File: config.mk
export PLATFORM = sky130hd
export DESIGN_NAME = batrider_colmix
export DESIGN_NICKNAME = d
export VERILOG_FILES = /design/src/rtl/batrider_colmix.sv
export SDC_FILE = /design/constraint.sdc
export NUM_CORES = 1
export LEC_CHECK = 0
export CAP_MARGIN = 0
export CORE_MARGIN = 2
export CORE_UTILIZATION = 47
export DETAILED_ROUTE_END_ITERATION = 12
export GPL_TIMING_DRIVEN = 1
export PLACE_DENSITY = 0.93
export SETUP_SLACK_MARGIN = 0.02
export SLEW_MARGIN = 10
export SYNTH_ARGS = -nofsm -noshare
export SYNTH_HDL_FRONTEND = slang
export SYNTH_SLANG_ARGS = --single-unit
File: constraint.sdc
create_clock -name CLK96 -period 2.2 [get_ports CLK96]
set_input_delay 0.22 -clock CLK96 [delete_from_list [all_inputs] [get_ports CLK96]]
set_output_delay 0.22 -clock CLK96 [all_outputs]
set_load 0.01 [all_outputs]
File: src/rtl/batrider_colmix.sv
// rtl/batrider_colmix.sv - text/GP9001 pixel select, palette lookup, xBGR555 to RGB888 expansion.
// Optional build macro: BATRIDER_COLMIX_LAYER_MASK_EN adds the LAYER_EN per-layer enable port.
module batrider_colmix #(
  parameter int RAM_LAT = 2
) (
  input  logic        CLK96,
  input  logic        RESET96,
  input  logic        PIXEL_CEN,
  input  logic        HB,
  input  logic        VB,
  input  logic [10:0] EXTRATEXT_PIXEL,
  input  logic [10:0] GP_PIXEL,
`ifdef BATRIDER_COLMIX_LAYER_MASK_EN
  input  logic [1:0]  LAYER_EN,
`endif
  output logic [10:0] PALRAM_ADDR,
  input  logic [15:0] PALRAM_DATA,
  output logic [7:0]  RED,
  output logic [7:0]  GREEN,
  output logic [7:0]  BLUE,
  output logic        HB_OUT,
  output logic        VB_OUT,
  output logic        OVERRUN
);

  localparam logic [1:0] S_IDLE  = 2'd0;
  localparam logic [1:0] S_ISSUE = 2'd1;
  localparam logic [1:0] S_WAIT  = 2'd2;
  localparam logic [1:0] S_DONE  = 2'd3;

  logic [1:0]  state_q, state_d;
  logic [1:0]  cnt_q, cnt_d;
  logic [15:0] cap_q, cap_d;
  logic        hbc_q, hbc_d, vbc_q, vbc_d;
  logic [10:0] addr_q, addr_d;
  logic        ovr_q, ovr_d;
  logic [7:0]  red_q, red_d, green_q, green_d, blue_q, blue_d;
  logic        hbo_q, hbo_d, vbo_q, vbo_d;

  logic [1:0]  layer_en;
  logic        text_op, gp_op, blank, abort;
  logic [10:0] sel_idx;
  logic [15:0] src;

`ifdef BATRIDER_COLMIX_LAYER_MASK_EN
  assign layer_en = LAYER_EN;
`else
  assign layer_en = 2'b11;
`endif

  assign text_op = (|EXTRATEXT_PIXEL[3:0]) & layer_en[1];
  assign gp_op   = (|GP_PIXEL[3:0]) & layer_en[0];
  assign sel_idx = text_op ? EXTRATEXT_PIXEL : (gp_op ? GP_PIXEL : 11'd0);
  assign blank   = HB | VB;
  assign abort   = PIXEL_CEN & ((state_q == S_ISSUE) | (state_q == S_WAIT));
  // An aborted lookup never completed, so the pixel it belonged to shows black.
  assign src     = abort ? 16'd0 : cap_q;

  always_comb begin
    state_d = state_q;
    cnt_d   = cnt_q;
    cap_d   = cap_q;
    hbc_d   = hbc_q;
    vbc_d   = vbc_q;
    addr_d  = addr_q;
    ovr_d   = ovr_q | abort;
    red_d   = red_q;
    green_d = green_q;
    blue_d  = blue_q;
    hbo_d   = hbo_q;
    vbo_d   = vbo_q;
    case (state_q)
      S_ISSUE: begin
        cnt_d   = 2'(RAM_LAT - 1);
        state_d = S_WAIT;
      end
      S_WAIT: begin
        if (cnt_q == 2'd0) begin
          cap_d   = PALRAM_DATA;
          state_d = S_DONE;
        end else begin
          cnt_d = cnt_q - 2'd1;
        end
      end
      S_DONE:  state_d = S_IDLE;
      default: state_d = S_IDLE;
    endcase
    // DONE accepts a strobe too: at minimum spacing it lands on the DONE cycle.
    if (PIXEL_CEN) begin
      red_d   = {src[4:0], src[4:2]};
      green_d = {src[9:5], src[9:7]};
      blue_d  = {src[14:10], src[14:12]};
      hbo_d   = hbc_q;
      vbo_d   = vbc_q;
      hbc_d   = HB;
      vbc_d   = VB;
      cap_d   = 16'd0;
      if (blank) begin
        state_d = S_DONE;
      end else begin
        state_d = S_ISSUE;
        addr_d  = sel_idx;
      end
    end
  end

  always_ff @(posedge CLK96 or posedge RESET96) begin
    if (RESET96) begin
      state_q <= S_IDLE;
      cnt_q   <= 2'd0;
      cap_q   <= 16'd0;
      hbc_q   <= 1'b0;
      vbc_q   <= 1'b0;
      addr_q  <= 11'd0;
      ovr_q   <= 1'b0;
      red_q   <= 8'd0;
      green_q <= 8'd0;
      blue_q  <= 8'd0;
      hbo_q   <= 1'b0;
      vbo_q   <= 1'b0;
    end else begin
      state_q <= state_d;
      cnt_q   <= cnt_d;
      cap_q   <= cap_d;
      hbc_q   <= hbc_d;
      vbc_q   <= vbc_d;
      addr_q  <= addr_d;
      ovr_q   <= ovr_d;
      red_q   <= red_d;
      green_q <= green_d;
      blue_q  <= blue_d;
      hbo_q   <= hbo_d;
      vbo_q   <= vbo_d;
    end
  end

  assign PALRAM_ADDR = addr_q;
  assign RED         = red_q;
  assign GREEN       = green_q;
  assign BLUE        = blue_q;
  assign HB_OUT      = hbo_q;
  assign VB_OUT      = vbo_q;
  assign OVERRUN     = ovr_q;

endmodule

==> key figures, run 1 <==
Min path
  – Worst hold-check path type: in2async

Synthesis
  – Warnings, synthesis: 0
  – Sequential fraction of the synthesis area: 56.9%
  – Avg Synthesized Cell Area: 9.86 µm²
  – Post-synthesis cell type count: 25
  – Seq cells post-synth: 50
  – Gate count of the mapped netlist: 223
  – Syn nets: 270
  – Syn Std Cell Area: 0.00220 mm²

Clock tree
  – CTS tree: yes
  – Clk sinks: 50
  – CTS clk-pin slew, worst paths: 0.09 ns
  – Post-CTS setup buffers: 0
  – Deepest clock path buffer count: 2
  – Hold_buf cts: 0
  – Root Driver: clkbuf_8
  – Worst-skew pair later-pin latency: 0.30 ns
  – Post_cts resized: 0
  – Total CTS buffers: 5
  – CTS H-tree lvls: 2

Global routing
  – Number of global-route vias before repair: 1,836
  – Global route overflow: 0
  – First-pass GRT wire length: 8140 µm
  – Initial antenna violation count: 0
  – GR Util All Layers: 20.1%
  – Largest net degree at the start of global routing: 36

Timing
  – Actual slew at the worst max-slew pin: 0.543 ns
  – Final setup viols: 0
  – Post-layout worst setup margin: 0.597 ns
  – Period utilization: 72.9%
  – Max-slew violations: 0
  – Sum Neg Setup Slack: 0 ns
  – Fmax achieved: 0.624 GHz
  – Unrepaired setup endpoints after global routing: no
  – Clock Skews: 0.00705 ns
  – Minimum clock period: 1.60 ns
  – Relative slew margins: 63.8%
  – Hold Vio Cnt, Final: 0

Routing
  – DR DRC count: 0
  – Antenna-violating nets left: 0
  – Vias: 1,854
  – TritonRoute pass-1 iters: 4
  – Initial DRC count: 119
  – Routed Wire Length: 4860 µm
  – Wire per inst: 14.1 µm
  – Via density: 5.37

Layout
  – Final net count: 339
  – Multi-input gate area: 777 µm²
  – Share of layout cells above drive strength 1: 5.80%
  – Sequential Area: 0.00125 mm²
  – Area Growth Syn to Fin: 40.9%
  – Fillers: 340
  – Post-layout util: 69.7%
  – Inserted Diodes: 0

Setup path
  – Critical path type: reg2reg
  – Reg-to-reg critical path endpoint: cap_q[1]$_DFFE_PP0P_
  – Critical Path RT: 2.42 ns
  – Worst setup SP type: flip-flop
  – Worst-path fanout max: 15
  – Reg-to-reg slack, setup: 0.60 ns
  – Crit path DAT: 1.82 ns
  – R2r startpoint: state_q[0]$_DFFE_PP0P_
  – Crit end category: flip-flop
  – Worst reg2reg path depth: 5

Pwr
  – Total Power: 2.41 mW
  – Cell Pwr Density: 778 mW/mm²
  – Worst VDD drop: 0.000463 V
  – Lkg Pwr: 1.28 nW

Floorplan
  – Die width: 72.4 µm
  – CORE AREA: 0.00444 mm²
  – Die Y: 72.4 µm
  – I/O pin count: 81
  – Initial Utilization: 49.5%
  – Die area: 0.00524 mm²
  – # rows: 24

Place
  – Placer Congestion: 0.746
  – DP Wirelength: 3600 µm
  – Pre-CTS setup slack: 0.489 ns
  – IO buf count: 79

Run
  – Max_cap viols: 0

Outcome
  – Status: complete, no violations
where the power goes:
group	internal (mW)	switching, mW	total, mW
logic	0.309	0.343	0.652
clock network	0.347	0.319	0.665
registers	1.03	0.0639	1.09
total	1.68	0.725	2.41
cell type report:
| type | instances | share of cell area [%] |
|---|---|---|
| flip-flops and latches | 50 | 40.4 |
| clock inverters | 3 | 1.58 |
| repair buffers | 85 | 27.4 |
| clock buffers | 5 | 2.22 |
| inverters | 10 | 1.21 |
| well taps | 52 | 2.10 |
| multi-input cells | 140 | 25.1 |
state kept, by name (all words and copies together), names as in the netlist:
| register | cells |
|---|---|
| cap_q | 15 |
| VB_OUT | 1 |
| vbc_q | 1 |
| hbc_q | 1 |
| BLUE | 5 |
| GREEN | 5 |
| state_q | 2 |
| PALRAM_ADDR | 11 |
| RED | 5 |
| OVERRUN | 1 |
| HB_OUT | 1 |
| cnt_q | 2 |
kinds of logic after synthesis:
group           Yosys count  synth area share, %
fa+ha+maj                 4                 2.28
mux                       6                 3.02
buf+inv                  33                 7.74
compound gates           50                 14.4
simple gates             80                 15.7
flops                    50                 56.9
cell usage in the layout, fill, tap and decap left out:
cell	n
ha_1	4
inv_2	1
buf_4	5
inv_8	1
nand2b_1	2
o211ai_1	1
clkdlybuf4s50_1	79
o2bb2ai_1	13
o21ai_1	1
a21o_1	1
nor4_2	1
buf_12	1
o32ai_1	1
clkbuf_8	5
nand3_1	9
mux2i_1	1
a31oi_1	7
clkinvlp_4	1
mux2_1	5
or4_1	2
and2_1	1
bufinv_16	1
a21oi_1	24
nor3b_2	1
dfrtp_1	50
inv_1	9
nor2_1	11
nand2_1	53
o21ai_0	2
per-layer routing:
| layer | part of all wire, % | GRT usage [%] |
|---|---|---|
| met4 | 1.5 | 7.00 |
| met2 | 50 | 34.5 |
| met3 | 8.5 | 6.94 |
| met5 | 0 | 0 |
| met1 | 40 | 23.5 |
Yosys cell counts:
| cell | instances | area share (%) |
|---|---|---|
| nor3b_2 | 1 | 0.57 |
| mux2i_1 | 1 | 0.46 |
| o2bb2ai_1 | 13 | 5.2 |
| and2_1 | 1 | 0.28 |
| inv_1 | 10 | 1.7 |
| mux2_1 | 5 | 2.6 |
| nor4_2 | 1 | 0.57 |
| dfrtp_1 | 50 | 57 |
| o32ai_1 | 1 | 0.40 |
| nand3_1 | 9 | 2.0 |
| buf_4 | 10 | 3.4 |
| or4_1 | 2 | 0.68 |
| a21oi_1 | 24 | 5.5 |
| nor2_1 | 11 | 1.9 |
| buf_2 | 7 | 1.6 |
| clkbuf_1 | 4 | 0.68 |
| o21ai_0 | 2 | 0.46 |
| nand2_1 | 53 | 9.0 |
| nand2b_1 | 2 | 0.57 |
| buf_1 | 2 | 0.34 |
| a31oi_1 | 7 | 2.0 |
| o211ai_1 | 1 | 0.34 |
| o21ai_1 | 1 | 0.23 |
| ha_1 | 4 | 2.3 |
| a21o_1 | 1 | 0.34 |
worst max-delay path: stages, from the launching register on:
cell and delay, ns:
dfrtp_1 0.40, inv_1 0.10, ha_1 0.23, and2_1 0.50, nand2_1 0.11, a21oi_1 0.17
through the flow:
stage               hold WS (ns)  instance area [µm²]  std cells
floorplan                  0.351                 2200        223
CTS                        0.208                 3100        345
global placement           0.440                 2980        337
finish                     0.202                 3100        345
detailed placement         0.456                 2980        337
global route               0.244                 3100        345
how the worst max path moves through the flow:
stage,from,endpoint,slack (ns),cells past startpoint
after floorplan,RESET96,BLUE[2]$_DFFE_PP0P_,0.78,1
after global placement,EXTRATEXT_PIXEL[0],PALRAM_ADDR[10]$_DFFE_PP0P_,0.50,4
after detailed placement,EXTRATEXT_PIXEL[0],PALRAM_ADDR[10]$_DFFE_PP0P_,0.49,4
after CTS,state_q[0]$_DFFE_PP0P_,cap_q[1]$_DFFE_PP0P_,0.59,5
after global routing,state_q[0]$_DFFE_PP0P_,cap_q[1]$_DFFE_PP0P_,0.44,5
final,state_q[0]$_DFFE_PP0P_,cap_q[1]$_DFFE_PP0P_,0.60,5
(Power assumes the default switching activity.)
==> run 2, diff against run 1 <==
--- a/config.mk
+++ b/config.mk
@@ -7,10 +7,10 @@
 export LEC_CHECK = 0
 export CAP_MARGIN = 0
 export CORE_MARGIN = 2
-export CORE_UTILIZATION = 47
+export CORE_UTILIZATION = 44
 export DETAILED_ROUTE_END_ITERATION = 12
 export GPL_TIMING_DRIVEN = 1
-export PLACE_DENSITY = 0.93
+export PLACE_DENSITY = 0.88
 export SETUP_SLACK_MARGIN = 0.02
 export SLEW_MARGIN = 10
 export SYNTH_ARGS = -nofsm -noshare
==> constraint.sdc (replaced) <==
create_clock -name CLK96 -period 1.6 [get_ports CLK96]
set_input_delay 0.16 -clock CLK96 [delete_from_list [all_inputs] [get_ports CLK96]]
set_output_delay 0.16 -clock CLK96 [all_outputs]
set_load 0.01 [all_outputs]
==> key figures, run 2 (same netlist as run 1, synthesis figures left out) <==
Global routing
  – Global route overflow: 0
  – Largest net degree at the start of global routing: 51
  – Number of global-route vias before repair: 1,774
  – First-pass GRT wire length: 7830 µm
  – Initial antenna violation count: 0
  – GR Util All Layers: 18.9%

Layout
  – Area Growth Syn to Fin: 45.1%
  – Most frequent cells in the layout: 79 x clkdlybuf4s50_1, 53 x nand2_1, 50 x dfrtp_1
  – Commonest non-fill, non-tap cell in the layout: clkdlybuf4s50_1
  – Largest register by flop count: cap_q
  – Inserted Diodes: 0
  – Fin area: 0.00319 mm²
  – Share of layout cells above drive strength 1: 7.64%
  – Largest register FFs: 15
  – Final net count: 347

Setup path
  – Crit path DAT: 1.67 ns
  – Worst-path fanout max: 5
  – Crit end category: flip-flop
  – Worst setup SP type: flip-flop
  – Worst reg2reg path depth: 5
  – Reg-to-reg critical path endpoint: cnt_q[0]$_DFFE_PP0P_
  – Worst path bufs/invs: 1
  – Critical Path RT: 1.79 ns
  – Crit path largest cell delay: 0.37 ns
  – CP delay by family, top: flip-flops
  – Instance count on the critical path: 5
  – CP startpoint: cnt_q[0]$_DFFE_PP0P_
  – CP Cell Sequence: inv_1 -> ha_1 -> nand2b_1 -> o21ai_1 -> mux2_1
  – Reg-to-reg slack, setup: 0.12 ns
  – Critical path type: reg2reg
  – CP max stage cell: dfrtp_1
  – R2r startpoint: cnt_q[0]$_DFFE_PP0P_

Timing
  – Period utilization: 92.6%
  – Final hold slack: 0.206 ns
  – Max-slew violations: 0
  – Minimum clock period: 1.48 ns
  – Actual slew at the worst max-slew pin: 0.448 ns
  – Relative slew margins: 70.1%
  – Clock Skews: 0.00393 ns
  – Hold Vio Cnt, Final: 0
  – Unrepaired setup endpoints after global routing: no
  – Fmax achieved: 0.675 GHz
  – Final setup viols: 0
  – Sum Neg Setup Slack: 0 ns

Routing
  – Vias: 1,821
  – Routed Wire Length: 4720 µm
  – Via density: 4.95
  – DR DRC count: 0
  – Antenna-violating nets left: 0
  – Wire per inst: 12.8 µm
  – Initial DRC count: 78
  – TritonRoute pass-1 iters: 4

Clock tree
  – Root Driver: clkbuf_8
  – Worst-skew pair later-pin latency: 0.30 ns
  – Clk sinks: 50
  – CTS clk-pin slew, worst paths: 0.08 ns
  – Total CTS buffers: 5
  – Hold_buf cts: 0
  – CTS H-tree lvls: 2
  – Post-CTS setup buffers: 0
  – CTS tree: yes
  – Post_cts resized: 0
  – Deepest clock path buffer count: 2

Place
  – DP Wirelength: 3570 µm
  – Placer Congestion: 0.788
  – IO buf count: 79
  – Placement Cell Area: 0.00308 mm²

Floorplan
  – I/O pin count: 81
  – Die width: 74.7 µm
  – Die Y: 74.7 µm
  – Die area: 0.00558 mm²
  – # rows: 25
  – CORE AREA: 0.00479 mm²
  – Initial Utilization: 45.9%

Pwr
  – Cell Pwr Density: 1050 mW/mm²
  – Worst VDD drop: 0.000643 V
  – Lkg Pwr: 1.32 nW

Outcome
  – Status: complete, no violations

Run
  – Max_cap viols: 0

Min path
  – Worst hold-check path type: in2async
[run 2: cell count changes in the layout (fill, tap and decap cells not counted)]
cell	change
clkbuf_1	+2
inv_8	-1
buf_12	+2
clkinvlp_4	-1
buf_4	+6
[run 2: layout make-up]
type	instances	area [µm²]
Clock buffer	7	76.3
Clock inverter	1	30.0
Fill cell	376	1600
Inverter	10	37.5
Multi-Input combinational cell	140	777
Sequential cell	50	1250
Tap cell	67	83.8
Timing Repair Buffer	93	933
[run 2: worst max path at each step]
stage	to	slack [ns]
2_1_floorplan	BLUE[2]$_DFFE_PP0P_	0.24
3_3_place_gp	PALRAM_ADDR[6]$_DFFE_PP0P_	0.01
3_5_place_dp	PALRAM_ADDR[5]$_DFFE_PP0P_	-0.05
4_1_cts	cnt_q[0]$_DFFE_PP0P_	0.11
5_1_grt	cnt_q[0]$_DFFE_PP0P_	0.03
6_report	cnt_q[0]$_DFFE_PP0P_	0.12
[run 2: power breakdown]
part / leakage, nW / internal, mW / switching [mW]
registers: 0.640 / 1.41 / 0.0873
clock network: 0.0524 / 0.468 / 0.387
logic: 0.630 / 0.504 / 0.483
total: 1.32 / 2.39 / 0.958
[run 2: metal layers]
| layer | up-vias | global-route usage (%) | wire length, µm |
|---|---|---|---|
| met1 | 850 | 21.5 | 1860 |
| met2 | 64 | 31.7 | 2370 |
| met5 | - | 0 | 0 |
| met4 | 0 | 7.34 | 67 |
| li1 | 900 | - | - |
| met3 | 7 | 8.03 | 425 |
[run 2: worst reg2reg max path, stage by stage (launching register included)]
cell and delay (ns):
dfrtp_1 0.37, inv_1 0.05, ha_1 0.21, nand2b_1 0.21
o21ai_1 0.18, mux2_1 0.35
[run 2: metrics by stage]
stage	setup slack [ns]	total power [mW]	util (%)	std cells
detailed placement	-0.0491	2.52	64.4	360
finish	0.119	3.34	66.6	368
global route	0.0309	3.55	66.6	368
CTS	0.115	3.39	66.6	368
global placement	0.0143	2.48	64.4	360
floorplan	0.239	2.02	-	223
